===== src/rtl/zbt_sram_arbiter.sv =====
// Round-robin two-master arbiter and command sequencer for the shared ZBT SRAM port.
// Optional read->write bus turnaround stall enabled by defining ZBT_TURNAROUND_EN.
module zbt_sram_arbiter #(
  parameter int unsigned DSIZE      = 36,
  parameter int unsigned ASIZE      = 19,
  parameter int unsigned BWSIZE     = 4,
  parameter int unsigned RD_LATENCY = 3
) (
  input  logic              clk,
  input  logic              reset,
  input  logic              m0_req,
  input  logic              m0_rw_n,
  input  logic [ASIZE-1:0]  m0_addr,
  input  logic [BWSIZE-1:0] m0_bw_n,
  input  logic [DSIZE-1:0]  m0_wdata,
  output logic              m0_gnt,
  output logic              m0_rvalid,
  input  logic              m1_req,
  input  logic              m1_rw_n,
  input  logic [ASIZE-1:0]  m1_addr,
  input  logic [BWSIZE-1:0] m1_bw_n,
  input  logic [DSIZE-1:0]  m1_wdata,
  output logic              m1_gnt,
  output logic              m1_rvalid,
  output logic [DSIZE-1:0]  m_rdata,
  output logic              lb_cen_n,
  output logic              lb_rw_n,
  output logic [ASIZE-1:0]  lb_addr,
  output logic [BWSIZE-1:0] lb_bw_n,
  output logic [DSIZE-1:0]  lb_wdata,
  input  logic [DSIZE-1:0]  lb_rdata
);

`ifdef ZBT_TURNAROUND_EN
  typedef enum logic [1:0] {StIdle, StIssue, StTurn} state_e;
`else
  typedef enum logic [1:0] {StIdle, StIssue} state_e;
`endif

  state_e                state_q, state_d;
  logic                  last_grant_q;
  logic                  issue_id_q;
  logic [RD_LATENCY-1:0] tag_vld_q;
  logic [RD_LATENCY-1:0] tag_id_q;

  logic win0, win1, win_rw_n, stall, gnt;

  always_comb begin
    win0     = m0_req & (~m1_req | last_grant_q);
    win1     = m1_req & (~m0_req | ~last_grant_q);
    win_rw_n = win1 ? m1_rw_n : m0_rw_n;
`ifdef ZBT_TURNAROUND_EN
    // A read on the bus followed by a write needs one idle cycle for the data bus to turn.
    stall    = (state_q == StIssue) & lb_rw_n & (win0 | win1) & ~win_rw_n;
`else
    stall    = 1'b0;
`endif
    gnt      = (win0 | win1) & ~stall & ~reset;
    m0_gnt   = gnt & win0;
    m1_gnt   = gnt & win1;

    state_d = StIdle;
    if (gnt) begin
      state_d = StIssue;
`ifdef ZBT_TURNAROUND_EN
    end else if (stall) begin
      state_d = StTurn;
`endif
    end
  end

  // The FSM is in StIssue exactly when a command sits on lb_*.
  assign lb_cen_n = (state_q != StIssue);

  always_ff @(posedge clk or posedge reset) begin
    if (reset) begin
      state_q      <= StIdle;
      last_grant_q <= 1'b1;
      issue_id_q   <= 1'b0;
      lb_rw_n      <= 1'b1;
      lb_addr      <= '0;
      lb_bw_n      <= '1;
      lb_wdata     <= '0;
    end else begin
      state_q <= state_d;
      if (gnt) begin
        last_grant_q <= win1;
        issue_id_q   <= win1;
        lb_rw_n      <= win_rw_n;
        lb_addr      <= win1 ? m1_addr : m0_addr;
        lb_bw_n      <= win1 ? m1_bw_n : m0_bw_n;
        lb_wdata     <= win1 ? m1_wdata : m0_wdata;
      end else begin
        lb_rw_n <= 1'b1;
        lb_bw_n <= '1;
      end
    end
  end

  // Tag pipeline tracks each issued read until its word arrives on lb_rdata.
  always_ff @(posedge clk or posedge reset) begin
    if (reset) begin
      tag_vld_q <= '0;
      tag_id_q  <= '0;
      m0_rvalid <= 1'b0;
      m1_rvalid <= 1'b0;
      m_rdata   <= '0;
    end else begin
      tag_vld_q[0] <= (state_q == StIssue) & lb_rw_n;
      tag_id_q[0]  <= issue_id_q;
      for (int i = 1; i < int'(RD_LATENCY); i++) begin
        tag_vld_q[i] <= tag_vld_q[i-1];
        tag_id_q[i]  <= tag_id_q[i-1];
      end
      m0_rvalid <= tag_vld_q[RD_LATENCY-1] & ~tag_id_q[RD_LATENCY-1];
      m1_rvalid <= tag_vld_q[RD_LATENCY-1] & tag_id_q[RD_LATENCY-1];
      if (tag_vld_q[RD_LATENCY-1]) begin
        m_rdata <= lb_rdata;
      end
    end
  end

endmodule


===== config.mk =====
export PLATFORM = sky130hd
export DESIGN_NAME = zbt_sram_arbiter
export DESIGN_NICKNAME = d
export VERILOG_FILES = /design/src/rtl/zbt_sram_arbiter.sv
export SDC_FILE = /design/constraint.sdc
export NUM_CORES = 1
export LEC_CHECK = 0
export ABC_CLOCK_PERIOD_IN_PS = 3120
export BUFFER_PORTS_ARGS = -buffer_cell sky130_fd_sc_hd__buf_2
export CAP_MARGIN = 20
export CORE_MARGIN = 1.5
export CORE_UTILIZATION = 39
export CTS_CLUSTER_SIZE = 14
export DETAILED_ROUTE_END_ITERATION = 16
export PLACE_DENSITY = 0.76
export SKIP_CTS_REPAIR_TIMING = 1
export SLEW_MARGIN = 0
export SYNTH_ARGS = -nofsm -noshare
export SYNTH_HDL_FRONTEND = slang
export SYNTH_SLANG_ARGS = --single-unit

===== constraint.sdc =====
create_clock -name clk -period 3.12 [get_ports clk]
set_input_delay 0.468 -clock clk [delete_from_list [all_inputs] [get_ports clk]]
set_output_delay 0.468 -clock clk [all_outputs]
set_load 0.01 [all_outputs]

==> results.yml <==
sta:
  layout_worst_path_cycle_share: 0.5848
  setup_violations: 0
  hold_violations: 0
  finalClockSkew_ns: 0.008553
  grt_setup_unrepaired: "no"
  slew_viol_final: 0
  worst_slew_pin_slew_ns: 0.6569
  fmax_mhz: 548.1
  finalSetupTns_ns: 0
  finalCriticalPeriod_ns: 1.825
  slew_headroom: 0.5612
worst_setup_path:
  crit_chain: "o21ai_0 > inv_1 > buf_2"
  crit_family: "flip-flops"
  worst-r2r-cell-count: 4
  start_kind: "flop"
  r2r_start: "last_grant_q"
  required_ns: 2.65
  ff2ff_setup_slack_ns: 1.38
  crit_slowest_cell: "dfstp_2"
  critical_path_buf_inv_count: 2
  timing.critical_path.to_type: "primary output"
  worstPathMaxFanout: 5
  crit_type: "reg -> out"
  r2r-end: "lb_addr[14]"
  arrival_ns: 1.36
  max_stage_delay_ns: 0.40
logic_synthesis:
  synth_top_area_share: 0.5724
  syn_area_per_cell_um2: 10.54
  yosysSeqAreaShare: 0.6081
  synth_area_leaders: "dfrtp_1, nand2_1, mux2_2, a31oi_1, nor2_1"
  syn-instance-count: 419
  synth_area_leader_cell: "dfrtp_1"
  syn_nets: 579
  syn_area_mm2: 0.004415
  yosysWarnings: 0
  yosysUniqueCellTypes: 21
  yosys_register_bits: 107
layout:
  area_delta_synth_final_pct: 38.23
  diodes: 0
  nNetsFinal: 827
  stdcell_count: 812
  drive_gt1_frac: 0.4896
global_routing:
  grt_max_degree: 65
  track_usage: 0.1909
  grt_pass1_vias: 3815
  antenna_found_initial: 0
  grt_pass1_wl_um: 17770
  grt_overflow: 0
place:
  gp_congestion: 0.7846
  placed_cells: 796
  place_hpwl_um: 8451
  io_buffers: 260
clock_tree:
  cts_buffer_depth: 2
  htree_levels: 3
  clk_latency_ns: 0.33
  cts_tree: "done"
  cts.sinks: 107
  clkSlewWorstSetupHoldPaths_ns: 0.07
  cts_root_buf: "clkbuf_16"
  numCtsBuffers: 9
drt:
  num_vias: 3917
  ant_nets: 0
  wl_um: 11450
  dr.first_iter.drc_count: 215
  vias_per_cell: 4.824
  dr.pass1.iters: 4
  wl_per_cell_um: 14.10
  drc: 0
pwr:
  power.switching_mw: 1.046
  p_int_mw: 2.685
  power_frac_seq: 0.460
  ir_worst_vdd_v: 0.0002669
  swShare: 0.2803
  pwr-share-comb: 0.216
  pwr_density_cell_mw_per_mm2: 611.3
  power.share.clock: 0.324
  p_leak_nw: 3.051
floorplan:
  die_x_um: 109.4
  dieHeight_um: 109.4
  core.rowCount: 38
  die_area_mm2: 0.01197
  io_pins: 261
  coreArea_mm2: 0.01094
  start_util: 0.4038
hold_path:
  hold_class: "in -> async"
run:
  maxCapViolations: 0
status:
  outcome: "complete, no violations"
## power groups by stage
stage | logic, mW | registers, mW | clock network, mW
5_1_grt | 0.902 | 1.74 | 1.31
6_report | 0.806 | 1.72 | 1.21
2_1_floorplan | 0.348 | 1.83 | 0
4_1_cts | 0.817 | 1.72 | 1.25
3_3_place_gp | 0.796 | 1.73 | 0
3_5_place_dp | 0.817 | 1.74 | 0
## routing by layer
layer	up-vias	global-route usage	part of all wire
li1	1908	-	-
met1	1820	0.2244	0.41
met2	173	0.3367	0.50
met3	16	0.05039	0.077
met4	0	0.06401	0.017
met5	-	0	0
## stage by stage
stage	hold WS, ns	instance area (um2)	power (mW)	util	setup slack (ns)
floorplan	0.3312	4419	2.173	-	0.6838
global placement	0.3368	5781	2.526	0.5286	1.269
detailed placement	0.3347	5781	2.559	0.5286	1.197
CTS	0.2909	6103	3.780	0.5581	1.285
global route	0.3324	6103	3.950	0.5581	1.204
finish	0.2854	6103	3.731	0.5581	1.295
## flip-flops by register name, summed over array words and instances, names as in the netlist
name	count
issue_id_q	1
last_grant_q	1
lb_addr	19
lb_bw_n	4
lb_rw_n	1
lb_wdata	36
m0_rvalid	1
m1_rvalid	1
m_rdata	36
state_q	1
tag_id_q	3
tag_vld_q	3
## cell usage in the layout, fill, tap and decap left out
| cell type | count |
|---|---|
| nand2_1 | 114 |
| a31oi_1 | 55 |
| mux2_2 | 36 |
| clkinv_2 | 1 |
| and2_1 | 2 |
| nor2_1 | 56 |
| nor2b_1 | 2 |
| dfstp_2 | 6 |
| buf_4 | 5 |
| a21boi_4 | 1 |
| o32a_1 | 3 |
| buf_2 | 260 |
| inv_6 | 2 |
| o21ba_4 | 1 |
| clkbuf_16 | 9 |
| o22ai_1 | 1 |
| dfrtp_1 | 101 |
| bufinv_16 | 2 |
| inv_1 | 4 |
| nand3_1 | 2 |
| a21oi_1 | 2 |
| o21ai_0 | 1 |
| clkinvlp_4 | 3 |
| buf_12 | 2 |
| a21bo_2 | 1 |
## logic make-up after synthesis
group | synth area share
AO/OA/AOI/OAI | 0.09663
buffers and inverters | 0.05101
multiplexers | 0.09181
flip-flops | 0.6081
AND/OR/NAND/NOR | 0.1524
## worst max path at each step
stage | from | end | slack [ns] | cells past startpoint
floorplan | reset | last_grant_q | 0.68 | 3
global route | last_grant_q | m0_gnt | 1.20 | 3
CTS | last_grant_q | m0_gnt | 1.28 | 3
global placement | reset | lb_wdata[19] | 1.27 | 5
finish | last_grant_q | m0_gnt | 1.30 | 3
detailed placement | reset | lb_addr[5] | 1.20 | 5
## Yosys cell counts
master and instances:
nand2_1 114, dfrtp_1 101, nor2_1 56, a31oi_1 55, mux2_2 36, buf_2 18
buf_6 9, dfstp_2 6, inv_1 5, o32a_1 3, a21oi_1 2, and2_1 2
clkbuf_1 2, nand3_1 2, nor2b_1 2, a21bo_1 1, a21boi_2 1, buf_4 1
o21ai_0 1, o21ba_1 1, o22ai_1 1
## final cells by class
class / instances / area, um2
Inverter: 5 / 22.52
Tap cell: 140 / 175.2
Multi-Input combinational cell: 277 / 1519
Sequential cell: 107 / 2685
Clock buffer: 9 / 225.2
Fill cell: 965 / 4832
Clock inverter: 7 / 97.59
Timing Repair Buffer: 267 / 1379
No activity file was read; power rests on OpenSTA's default activity.
